[src/rtl/memsys_pkg.sv]
// Shared memory-system types: sequencer FSM states and load/store operation codes.
package memsys_pkg;

    typedef enum logic [1:0] {
        IDLE = 2'd0,
        RD   = 2'd1,
        WR   = 2'd2,
        RSP  = 2'd3
    } seq_state_t;

    typedef enum logic {
        MEM_OP_LOAD  = 1'b0,
        MEM_OP_STORE = 1'b1
    } mem_op_t;

    localparam int unsigned WAIT_W = 10;

endpackage

[src/rtl/mem_sequencer_rr_arb2.sv]
// Two-way round-robin arbiter: on a tie, the requester not granted last wins.
module rr_arb2 (
    input  logic req_a,
    input  logic req_b,
    input  logic last_b,
    output logic gnt_valid,
    output logic gnt_b
);

    assign gnt_valid = req_a | req_b;
    assign gnt_b     = req_b & (~req_a | ~last_b);

endmodule

[src/rtl/mem_sequencer.sv]
// Single-port memory sequencer arbitrating fetch and data accesses; stores are
// performed as read-modify-write with the merge done externally by the LSU.
module mem_sequencer
    import memsys_pkg::*;
#(
    parameter int unsigned ACK_TIMEOUT = 255
) (
    input  logic        clk,
    input  logic        rst_n,
    input  logic        if_req,
    input  logic [31:0] if_addr,
    output logic        if_ready,
    output logic [31:0] if_rdata,
    input  logic        d_req,
    input  logic        d_we,
    input  logic [31:0] d_addr,
    output logic [31:0] d_rdata,
    input  logic [31:0] d_wdata,
    input  logic        d_fault,
    output logic        d_ready,
    output logic        d_err,
    output logic        m_req,
    output logic        m_we,
    output logic [31:0] m_addr,
    output logic [31:0] m_wdata,
    input  logic [31:0] m_rdata,
    input  logic        m_ack
);

    localparam logic [WAIT_W-1:0] TIMEOUT = WAIT_W'(ACK_TIMEOUT);

    seq_state_t        state, state_next;
    mem_op_t           op;
    logic              sel_d;
    logic              last_d;
    logic [31:2]       addr_q;
    logic [WAIT_W-1:0] wait_cnt;
    logic              err_q;

    logic arb_valid, arb_d;
    logic grant, cnt_clr, cnt_inc, err_set, rd_latch;
    logic timed_out;
    logic unused_addr_bits;

    assign unused_addr_bits = ^{if_addr[1:0], d_addr[1:0]};

    rr_arb2 u_arb (
        .req_a     (if_req),
        .req_b     (d_req),
        .last_b    (last_d),
        .gnt_valid (arb_valid),
        .gnt_b     (arb_d)
    );

    assign timed_out = (wait_cnt == TIMEOUT);

    always_comb begin
        state_next = state;
        grant      = 1'b0;
        cnt_clr    = 1'b0;
        cnt_inc    = 1'b0;
        err_set    = 1'b0;
        rd_latch   = 1'b0;
        m_req      = 1'b0;
        m_we       = 1'b0;
        m_wdata    = '0;
        case (state)
            IDLE: begin
                if (arb_valid) begin
                    grant      = 1'b1;
                    cnt_clr    = 1'b1;
                    state_next = RD;
                end
            end
            RD: begin
                if (timed_out) begin
                    err_set    = 1'b1;
                    state_next = RSP;
                end else begin
                    m_req = 1'b1;
                    if (m_ack) begin
                        rd_latch = 1'b1;
                        if (sel_d && op == MEM_OP_STORE) begin
                            cnt_clr    = 1'b1;
                            state_next = WR;
                        end else begin
                            // a load's misalignment fault is taken at read completion
                            err_set    = sel_d & d_fault;
                            state_next = RSP;
                        end
                    end else begin
                        cnt_inc = 1'b1;
                    end
                end
            end
            WR: begin
                // wait_cnt == 0 marks the first WR cycle, where the fault is sampled
                if (timed_out || (wait_cnt == '0 && d_fault)) begin
                    err_set    = 1'b1;
                    state_next = RSP;
                end else begin
                    m_req   = 1'b1;
                    m_we    = 1'b1;
                    m_wdata = d_wdata;
                    if (m_ack) state_next = RSP;
                    else       cnt_inc    = 1'b1;
                end
            end
            RSP: state_next = IDLE;
            default: state_next = IDLE;
        endcase
    end

    always_ff @(posedge clk or negedge rst_n) begin
        if (!rst_n) begin
            state    <= IDLE;
            op       <= MEM_OP_LOAD;
            sel_d    <= 1'b0;
            last_d   <= 1'b0;
            addr_q   <= '0;
            wait_cnt <= '0;
            err_q    <= 1'b0;
            if_rdata <= '0;
            d_rdata  <= '0;
        end else begin
            state <= state_next;
            if (grant) begin
                sel_d  <= arb_d;
                last_d <= arb_d;
                op     <= (arb_d && d_we) ? MEM_OP_STORE : MEM_OP_LOAD;
                addr_q <= arb_d ? d_addr[31:2] : if_addr[31:2];
                err_q  <= 1'b0;
            end
            if (cnt_clr)      wait_cnt <= '0;
            else if (cnt_inc) wait_cnt <= wait_cnt + 1'b1;
            if (err_set) err_q <= 1'b1;
            if (rd_latch) begin
                if (sel_d) d_rdata  <= m_rdata;
                else       if_rdata <= m_rdata;
            end
        end
    end

    assign m_addr   = {addr_q, 2'b00};
    assign if_ready = (state == RSP) & ~sel_d;
    assign d_ready  = (state == RSP) &  sel_d;
    assign d_err    = (state == RSP) &  err_q;

endmodule

[config.mk]
export PLATFORM = sky130hd
export DESIGN_NAME = mem_sequencer
export DESIGN_NICKNAME = d
export VERILOG_FILES = /design/src/rtl/memsys_pkg.sv /design/src/rtl/mem_sequencer_rr_arb2.sv /design/src/rtl/mem_sequencer.sv
export SDC_FILE = /design/constraint.sdc
export NUM_CORES = 1
export LEC_CHECK = 0
export ABC_AREA = 0
export CAP_MARGIN = 10
export CORE_MARGIN = 2
export CORE_UTILIZATION = 44
export CTS_BUF_LIST = sky130_fd_sc_hd__clkbuf_4
export DETAILED_ROUTE_END_ITERATION = 10
export PLACE_DENSITY_LB_ADDON = 0.1
export SETUP_SLACK_MARGIN = 0.05
export SLEW_MARGIN = 10
export SYNTH_ARGS = -nofsm -noshare
export SYNTH_HDL_FRONTEND = slang
export SYNTH_SLANG_ARGS = --single-unit
[constraint.sdc]
create_clock -name clk -period 5.3 [get_ports clk]
set_input_delay 0.53 -clock clk [delete_from_list [all_inputs] [get_ports clk]]
set_output_delay 0.53 -clock clk [all_outputs]
set_load 0.02 [all_outputs]
==> impl_metrics.yaml <==
outcome:
  status: "complete, no violations"
pwr:
  powerDensity_nw_per_um2: 534
  p_switching_mw: 1.67
  p_total_mw: 4.19
  power_frac_seq_pct: 34.0
  comb_power_share_pct: 56.6
  p_clk_share_pct: 9.4
  intPower_mw: 2.52
  ir_drop_mv: 0.296
  leakagePower_nw: 3.27
  swShare_pct: 39.8
yosys:
  synth_area_um2: 4970
  ys_types: 46
  async_flop_share_pct: 100
  yosysSeqAreaShare_pct: 54.8
  avgSynthCellArea_um2: 12.0
  ys_ff_latch: 109
  synth_area_leaders: "dfrtp_1 (55%), mux2_2 (14%), mux2i_1 (6.0%), and2_1 (4.3%), o21ai_0 (3.9%)"
  yosysTopAreaCell: "dfrtp_1"
  netlist_instances: 416
  synth-edff-count: 0
  yosysWarnings: 0
  synth_top_flop_cell: "dfrtp_1"
  netlist.area_leader.share_pct: 54.8
global_routing:
  grt-ovfl-total: 0
  antenna_found_initial: 0
  grt_usage_pct: 21.7
  grt_pass1_wl_um: 20100
  grt_max_degree: 64
  first_global_vias: 4071
die:
  dieArea_um2: 12200
  rows: 38
  dieWidth_um: 110
  ios: 268
  start_util_pct: 45.5
  fp.dieH_um: 110
  core-area_um2: 10900
worst_setup_path:
  cpPeakStageDelay_ns: 0.53
  cpMaxStageDelayCell: "clkdlybuf4s50_1"
  crit_family: "buffers and inverters"
  cp-start-kind: "flop"
  rr_worst_depth: 7
  crit_buf_inv: 3
  path_depth: 9
  crit_arrival_ns: 2.90
  required_ns: 4.77
  endpoint_kind: "primary output"
  critPathKind: "reg -> out"
  worstPathCellList: "inv_1, ha_1, nor4b_1, nand2_1, a21oi_1, nor2b_1, buf_4, and2_1, clkdlybuf4s50_1"
  crit_fanout: 33
timing:
  period_minus_slack_ns: 3.43
  timing.final.crit_share_pct: 64.8
  slew_headroom_pct: 51.0
  clock_skew_ns: 0.0176
  rsz0062_at_grt: "no"
  tightestPinTransition_ns: 0.734
  slew_viol_final: 0
  hold_violations: 0
  setup_ws_ns: 1.87
  fin_setup_tns_ns: 0
  fmax_ghz: 0.291
  finalSetupViolCount: 0
finish:
  nFillCells: 822
  stdcell_area_um2: 7850
  layout-drive-gt1-share_pct: 14.0
  antenna_cells: 0
  final_nets: 814
  areaGrowthSynthToFinish_pct: 57.8
  multi_input_area_um2: 2140
  seqCellArea_um2: 2730
clock_tree:
  h-tree-depth: 3
  clkLatencyLatePin_ns: 0.46
  ctsResizeCount: 0
  cts-root-buf: "clkbuf_4"
  post_cts_buffers: 0
  clock_path_buffers: 2
  cts_tree: "yes"
  ctsHoldBuffers: 0
  clkSlewWorstSetupHoldPaths_ns: 0.17
  numCtsBuffers: 9
  cts.sinks: 109
drt:
  dr.pass1.iters: 4
  postRouteAntennaNets: 0
  drt_iter0_markers: 215
  viasPerCell: 4.98
  wirelength_um: 13100
  vias: 4067
  drc_errors: 0
  post_drt_wl_per_cell_um: 16.0
place:
  placement.io_buffers: 261
  hpwl_um: 10100
  routabilityCongestion: 0.777
  dpl_worst_slack_ns: 1.98
  placed_cell_area_um2: 7720
flow_run:
  max_cap_violations: 0
hold_path:
  hp-class: "in -> async"
worst paths after layout:
kind / start / to / slack, ns
setup / recovery: wait_cnt[0] / m_wdata[27] / 1.87
hold / removal: rst_n / d_rdata[19] / 0.11
setup reg to reg: wait_cnt[0] / state[1] / 3.06
hold reg to reg: addr_q[29] / addr_q[29] / 0.50
max in group asynchronous: rst_n / addr_q[24] / 4.07
min in group clk: addr_q[29] / addr_q[29] / 0.50
through the flow:
stage / util, % / instances / hold slack, ns
5_1_grt: 71.8 / 817 / 0.144
2_1_floorplan: - / 417 / 0.234
3_3_place_gp: 70.6 / 801 / 0.459
3_5_place_dp: 70.6 / 801 / 0.469
6_report: 71.8 / 817 / 0.109
4_1_cts: 71.8 / 817 / 0.102
layout by cell type, fill, tap and decap left out, types with 2 or more instances in the layout:
master,instances
dfrtp_1,109
a21oi_1,9
nor2_1,5
buf_4,7
nand3_1,6
nand3b_1,2
inv_1,6
clkdlybuf4s50_1,260
o21ai_0,39
mux2_1,2
mux2i_1,30
and2_1,34
clkbuf_4,9
or4_1,2
nor2b_1,2
or3_1,5
ha_1,7
conb_1,2
xnor2_1,2
mux2_2,63
nand2_1,44
clkinv_1,2
nor4b_1,2
Yosys cell counts, types with 2 or more instances:
library cell and n:
clkbuf_1 10, and2_1 34, buf_4 2, ha_1 7, o21ai_0 39, mux2_1 2, nand2_1 44, buf_2 9
nor2_1 5, or4_1 2, mux2_2 63, nand3_1 6, nand3b_1 2, dfrtp_1 109, buf_6 2, or3_1 5
xnor2_1 2, a21oi_1 9, inv_1 6, nor2b_1 2, nor4b_1 2, mux2i_1 30
state kept, by name (all words and copies together), names as in the netlist:
signal and cells:
wait_cnt 10, op 1, last_d 1, if_rdata 32
err_q 1, addr_q 30, d_rdata 32, state 2
final cells by class:
cell class | instances | area share [%]
sequential | 109 | 34.7
timing repair buffer | 267 | 33.8
multi-input combinational | 279 | 27.3
tap | 140 | 2.23
clock buffer | 9 | 0.861
clock inverter | 7 | 0.765
inverter | 6 | 0.287
per-layer routing:
layer	wire length (um)	share of wire (%)	global-route usage [%]
met3	1280	9.8	8.00
met1	4750	36	24.1
met5	0	0	0
met4	231	1.8	8.39
met2	6850	52	37.9
worst register-to-register path: cells and delay by family (launching register included):
kind                     cells  cell delay [ns]
AO/OA/AOI/OAI                2             0.59
AND/OR/NAND/NOR              2             0.57
flip-flops                   1             0.44
multiplexers                 1             0.30
adder cells (fa/ha/maj)      1             0.16
buffers and inverters        1             0.10
power by group through the flow:
| stage | logic [mW] | registers, mW | clock network [mW] |
|---|---|---|---|
| 2_1_floorplan | 0.799 | 1.86 | 0 |
| 3_3_place_gp | 2.35 | 1.42 | 0 |
| 3_5_place_dp | 2.39 | 1.45 | 0 |
| 4_1_cts | 2.40 | 1.43 | 0.408 |
| 5_1_grt | 2.54 | 1.48 | 0.440 |
| 6_report | 2.37 | 1.43 | 0.393 |
logic make-up after synthesis:
| family | count (synthesis) | synth area share [%] |
|---|---|---|
| AND/OR/NAND/NOR | 113 | 12.5 |
| flip-flops | 109 | 54.8 |
| multiplexers | 95 | 20.7 |
| AO/OA/AOI/OAI | 60 | 6.87 |
| buffers and inverters | 29 | 2.87 |
| adder cells (fa/ha/maj) | 7 | 1.76 |
| XOR/XNOR | 2 | 0.352 |
| other | 1 | 0.0754 |
Note: power is estimated with default switching activity, not from simulation.
